<file path="src/rtl/frame_flusher.sv">
// Streams a rectangular window of the framebuffer to the VGA adapter, one pixel per cycle,
// hiding a fixed MEM_LAT-cycle read latency behind a coordinate pipeline.
module frame_flusher #(
    parameter int SCR_WIDTH  = 160,
    parameter int SCR_HEIGHT = 120,
    parameter int X_BITS     = 8,
    parameter int Y_BITS     = 7,
    parameter int COLOR_SIZE = 3,
    parameter int ADDR_SIZE  = 15,
    parameter int MEM_LAT    = 1,
    parameter int BASE_ADDR  = 0
) (
    input  logic                  Clck,
    input  logic                  Reset,
    input  logic                  in_cont_signal,
    input  logic                  full_mode,
    input  logic [X_BITS-1:0]     win_x0,
    input  logic [X_BITS-1:0]     win_x1,
    input  logic [Y_BITS-1:0]     win_y0,
    input  logic [Y_BITS-1:0]     win_y1,
    output logic [ADDR_SIZE-1:0]  read_addr,
    input  logic [COLOR_SIZE-1:0] read_data,
    output logic [X_BITS-1:0]     pix_x,
    output logic [Y_BITS-1:0]     pix_y,
    output logic [COLOR_SIZE-1:0] pix_color,
    output logic                  plot,
    output logic                  busy,
    output logic                  out_cont_signal,
    input  logic                  next_fin_signal
);

    typedef enum logic [1:0] {IDLE, ISSUE, DRAIN, DONE} state_t;

    typedef struct packed {
        logic              vld;
        logic [X_BITS-1:0] x;
        logic [Y_BITS-1:0] y;
    } tag_t;

    localparam logic [X_BITS-1:0] X_LAST = X_BITS'(SCR_WIDTH - 1);
    localparam logic [Y_BITS-1:0] Y_LAST = Y_BITS'(SCR_HEIGHT - 1);

    state_t            state;
    logic [X_BITS-1:0] x0_q, x1_q, cur_x;
    logic [Y_BITS-1:0] y1_q, cur_y;
    logic [1:0]        drain_cnt;
    tag_t              pipe [MEM_LAT];

    logic [X_BITS-1:0] s_x0, s_x1, nxt_x;
    logic [Y_BITS-1:0] s_y0, s_y1, nxt_y;
    logic              s_empty, last_col, last_pix;

    function automatic logic [ADDR_SIZE-1:0] addr_of(input logic [X_BITS-1:0] x,
                                                     input logic [Y_BITS-1:0] y);
        return ADDR_SIZE'(32'(BASE_ADDR) + 32'(x) + 32'(y) * 32'(SCR_WIDTH));
    endfunction

    // Window as it would be latched on a start edge: full screen or clamped window ports.
    always_comb begin
        s_x0 = '0;
        s_x1 = X_LAST;
        s_y0 = '0;
        s_y1 = Y_LAST;
        if (!full_mode) begin
            s_x0 = win_x0;
            s_y0 = win_y0;
            s_x1 = (32'(win_x1) >= 32'(SCR_WIDTH))  ? X_LAST : win_x1;
            s_y1 = (32'(win_y1) >= 32'(SCR_HEIGHT)) ? Y_LAST : win_y1;
        end
        s_empty = (s_x0 > s_x1) || (s_y0 > s_y1);
    end

    always_comb begin
        last_col = (cur_x == x1_q);
        last_pix = last_col && (cur_y == y1_q);
        nxt_x    = last_col ? x0_q : cur_x + 1'b1;
        nxt_y    = last_col ? cur_y + 1'b1 : cur_y;
    end

    // NOTE: all sequential state uses non-blocking assignments so every register sees pre-edge values.
    always_ff @(posedge Clck or negedge Reset) begin
        if (!Reset) begin
            state           <= IDLE;
            busy            <= 1'b0;
            out_cont_signal <= 1'b0;
            read_addr       <= '0;
            x0_q            <= '0;
            x1_q            <= '0;
            y1_q            <= '0;
            cur_x           <= '0;
            cur_y           <= '0;
            drain_cnt       <= '0;
        end else begin
            case (state)
                IDLE: begin
                    if (in_cont_signal) begin
                        x0_q  <= s_x0;
                        x1_q  <= s_x1;
                        y1_q  <= s_y1;
                        cur_x <= s_x0;
                        cur_y <= s_y0;
                        busy  <= 1'b1;
                        if (s_empty) begin
                            state           <= DONE;
                            out_cont_signal <= 1'b1;
                        end else begin
                            state     <= ISSUE;
                            read_addr <= addr_of(s_x0, s_y0);
                        end
                    end
                end
                ISSUE: begin
                    if (last_pix) begin
                        state     <= DRAIN;
                        drain_cnt <= '0;
                    end else begin
                        cur_x     <= nxt_x;
                        cur_y     <= nxt_y;
                        read_addr <= addr_of(nxt_x, nxt_y);
                    end
                end
                DRAIN: begin
                    // The last read returns in the final drain cycle.
                    if (drain_cnt == 2'(MEM_LAT - 1)) begin
                        state           <= DONE;
                        out_cont_signal <= 1'b1;
                    end else begin
                        drain_cnt <= drain_cnt + 1'b1;
                    end
                end
                DONE: begin
                    if (next_fin_signal) begin
                        state           <= IDLE;
                        busy            <= 1'b0;
                        out_cont_signal <= 1'b0;
                    end
                end
                default: state <= IDLE;
            endcase
        end
    end

    // NOTE: the tag pipeline is reset so an aborted flush can never emit a stale plot.
    always_ff @(posedge Clck or negedge Reset) begin
        if (!Reset) begin
            for (int i = 0; i < MEM_LAT; i++) pipe[i] <= '0;
        end else begin
            pipe[0] <= '{vld: (state == ISSUE), x: cur_x, y: cur_y};
            for (int i = 1; i < MEM_LAT; i++) pipe[i] <= pipe[i-1];
        end
    end

    // Colour comes straight from memory so it lines up with the delayed coordinates.
    assign plot      = pipe[MEM_LAT-1].vld;
    assign pix_x     = pipe[MEM_LAT-1].x;
    assign pix_y     = pipe[MEM_LAT-1].y;
    assign pix_color = plot ? read_data : '0;

endmodule

</file>
<file path="config.mk">
export PLATFORM = sky130hd
export DESIGN_NAME = frame_flusher
export DESIGN_NICKNAME = d
export VERILOG_FILES = /design/src/rtl/frame_flusher.sv
export SDC_FILE = /design/constraint.sdc
export NUM_CORES = 1
export LEC_CHECK = 0
export ABC_AREA = 1
export CAP_MARGIN = 40
export CELL_PAD_IN_SITES_DETAIL_PLACEMENT = 2
export CELL_PAD_IN_SITES_GLOBAL_PLACEMENT = 2
export CORE_MARGIN = 2
export CORE_UTILIZATION = 29
export DETAILED_ROUTE_END_ITERATION = 12
export PLACE_DENSITY = 0.81
export SYNTH_ARGS = -nofsm -noshare
export SYNTH_HDL_FRONTEND = slang
export SYNTH_SLANG_ARGS = --single-unit
</file>
<file path="constraint.sdc">
create_clock -name Clck -period 3.1 [get_ports Clck]
set_input_delay 0.31 -clock Clck [delete_from_list [all_inputs] [get_ports Clck]]
set_output_delay 0.31 -clock Clck [all_outputs]
set_load 0.01 [all_outputs]
</file>
==> summary.md <==
| Metric | Value |
|---|---|
| PwrDens | 1150 nW/um2 |
| Via density | 5.21 |
| Pre-CTS setup slack | -635 ps |
| Site Rows | 49 |
| # diodes | 0 |
| Final core occ | 43.8% |
| Grt ovf | 0 |
| Fraction of layout cells with a size suffix above 1 | 26.6% |
| Period Utilization, post-route | 121% |
| Initial core utilization | 29.6% |
| Unrepaired setup endpoints after global routing | true |
| Unique masters post-synth | 39 |
| Max Buffers Root-to-Sink | 2 |
| Critical path endpoint category | register |
| Final Slew Violations | 0 |
| Routability cong. | 0.859 |
| HPWL Detailed | 16500 um |
| Failing checks | negative setup slack |
| CP startpoint | cur_x[3] |
| Layout area overhead | 48.1% |
| Register area | 1880 um2 |
| Max IR drop VDD | 344 uV |
| Sequential fraction of the synthesis area | 35.3% |
| CTS tree | done |
| Clk Tree Root Cell | clkbuf_16 |
| Critical Path Start Type | register |
| Ports | 74 |
| Critical Path RT | 3380 ps |
| Max_cap viols | 0 |
| Worst-Skew Late Latency | 350 ps |
| Crit Path Max Fanout | 3 |
| GRT Resource Usage Total | 26.0% |
| Synth Flop Type | dfrtp_1 |
| Critical path type | reg -> reg |
| Core area | 18000 um2 |
| Initial antenna violation count | 0 |
| Yosys reg bits | 75 |
| Die height | 139 um |
| Clk_skew | 16.9 ps |
| Final Worst Setup Slack | -640 ps |
| CTS buffer count | 9 |
| Initial DRC count | 342 |
| Slew @ Worst Pin | 650 ps |
| Avg Cell Area, Syn | 7.36 um2 |
| CP max stage cell | dfrtp_2 |
| Data arrival time of the critical path | 4020 ps |
| CP peak stage delay | 490 ps |
| First-pass GRT wire length | 38900 um |
| Multi-input logic area | 3420 um2 |
| Fmax | 0.267 GHz |
| Leakage | 3.99 nW |
| Post-synth ARST share | 100% |
| Mapped Cells | 722 |
| DRT Pass-1 Iters | 5 |
| Syn nets | 810 |
| Outcome | finished with violations |
| Pin count of the biggest net entering global routing | 53 |
| Vias in the first global route | 6637 |
| CP Cell Sequence | xor2_2, nor2_1, nand2_1, nor2_4, nand2_4, o21ai_2, nand2_2, ha_4, ha_4, inv_2, fa_2, buf_4, xor2_2, inv_1, nand3_2, nor2_4, buf_4, buf_4, o21ai_1, nand2_1, nand2_1 |
| Fin crit period | 3740 ps |
| Clk slew on worst S/H paths | 70 ps |
| Port Buf Inserts | 73 |
| Max-slew headroom | 56.6% |
| Hold WS | 424 ps |
| Synthesized cell area | 5320 um2 |
| CTS sink cnt | 75 |
| Post-route ant nets | 0 |
| Setup TNS | -3360 ps |
| Hold crit path type | in -> async |
| Total wire length | 27400 um |
| Fin. Hold Viols | 0 |
| Number of fill cells | 2000 |
| DRC | 0 |
| Vias after detailed routing | 5905 |
| H-tree depth | 3 |
| Launching point of the worst reg2reg path | cur_x[3] |
| EDFF count, synth | 0 |
| Final #Nets | 988 |
| Die W | 139 um |
| WL per Instance | 24.2 um |
| Die area | 19400 um2 |
| Endpoints failing setup | 9 |
| Synth warnings | 0 |
-- cells by family (layout without fill, tap and decap cells) --
family          count (synthesis)  in the layout  synth area share [%]
simple gates                  347            347                  27.4
xor+xnor                       26             26                  4.92
compound gates                115            115                  11.7
flops                          75             75                  35.3
fa+ha+maj                      50             50                  12.3
buf+inv                       109            292                  8.43
-- routing by layer --
metal,vias up,global-route usage (%),share of wire [%],wire (um)
met5,-,0,0,0
met1,2992,30.6,42,11400
met2,194,47.2,50,13800
met3,71,3.10,4.2,1150
li1,2648,-,-,-
met4,0,11.8,4.2,1150
-- power by group --
group	switching (W)	leakage [nW]	internal [W]
Sequential	0.000432	0.939	0.00144
Combinational	0.00362	2.91	0.00244
Clock	0.000460	0.144	0.000630
Total	0.00451	3.99	0.00450
-- placed cells by master, fill, tap and decap left out, types with 18 or more instances in the layout --
cell / count
nand3_1: 18
o21ai_0: 55
nand2_2: 25
nand2_1: 209
dfrtp_1: 71
buf_4: 104
a21oi_1: 25
inv_1: 72
nor2_1: 50
ha_1: 39
clkdlybuf4s50_1: 72
-- metrics by stage --
stage	power (W)	cell area [um2]	instances
6_report	0.00902	7870	1134
5_1_grt	0.00944	7870	1134
4_1_cts	0.00783	7520	1121
3_5_place_dp	0.00615	6830	1082
3_3_place_gp	0.00575	6810	1081
2_1_floorplan	0.00407	5320	722
-- what timing repair did --
action                     in CTS  in global routing
setup buffers                  23                 16
resized for setup              56                 67
setup endpoints to repair       7                 11
pin swaps                      32                 34
hold buffers                    1                  0
hold endpoints to repair       23                  0
-- sequential cells by signal, indices dropped and copies added (netlist names) --
signal and flops:
busy 1, cur_x 8, cur_y 7, drain_cnt 2, out_cont_signal 1, pix_x 8, pix_y 7, plot 1
read_addr 15, state 2, x0_q 8, x1_q 8, y1_q 7
-- cell type report --
class                      instances  area share, %
clock buffer                      11           2.96
clock inverter                     5          0.779
inverter                          90           4.36
multi-input combinational        538           43.4
sequential                        75           23.9
tap                              229           3.64
timing repair buffer             186           20.9
-- final timing paths --
check / end / cells past startpoint / slack (ps)
min reg2reg: read_addr[6] / 2 / 480
max: read_addr[12] / 21 / -640
max reg2reg: read_addr[12] / 21 / -640
min in group Clck: read_addr[6] / 2 / 480
min: out_cont_signal / 2 / 420
max in group asynchronous: pix_y[4] / 3 / 2070
-- worst max-delay path: cells and delay by family, from the launching register on --
kind / cells / cell delay (ps)
compound gates: 2 / 300
xor+xnor: 2 / 460
fa+ha+maj: 3 / 850
buf+inv: 5 / 570
flops: 1 / 490
simple gates: 9 / 990
-- Yosys cell counts, types with 4 or more instances --
cell type | n | share of area (%)
nor2_1 | 58 | 4.1
xor2_1 | 13 | 2.1
inv_2 | 4 | 0.28
fa_1 | 4 | 1.5
nand2_2 | 7 | 0.82
inv_1 | 85 | 6.0
nand3_1 | 28 | 2.6
a21oi_1 | 32 | 3.0
o22ai_1 | 5 | 0.59
nand4_1 | 4 | 0.47
xnor2_1 | 10 | 1.6
dfrtp_1 | 75 | 35
buf_6 | 4 | 0.85
o21ai_0 | 62 | 5.8
nand3b_1 | 5 | 0.71
clkbuf_1 | 12 | 0.85
nand2_1 | 232 | 16
o211ai_1 | 5 | 0.71
ha_1 | 46 | 11
Power figures use the tool's default switching activity.
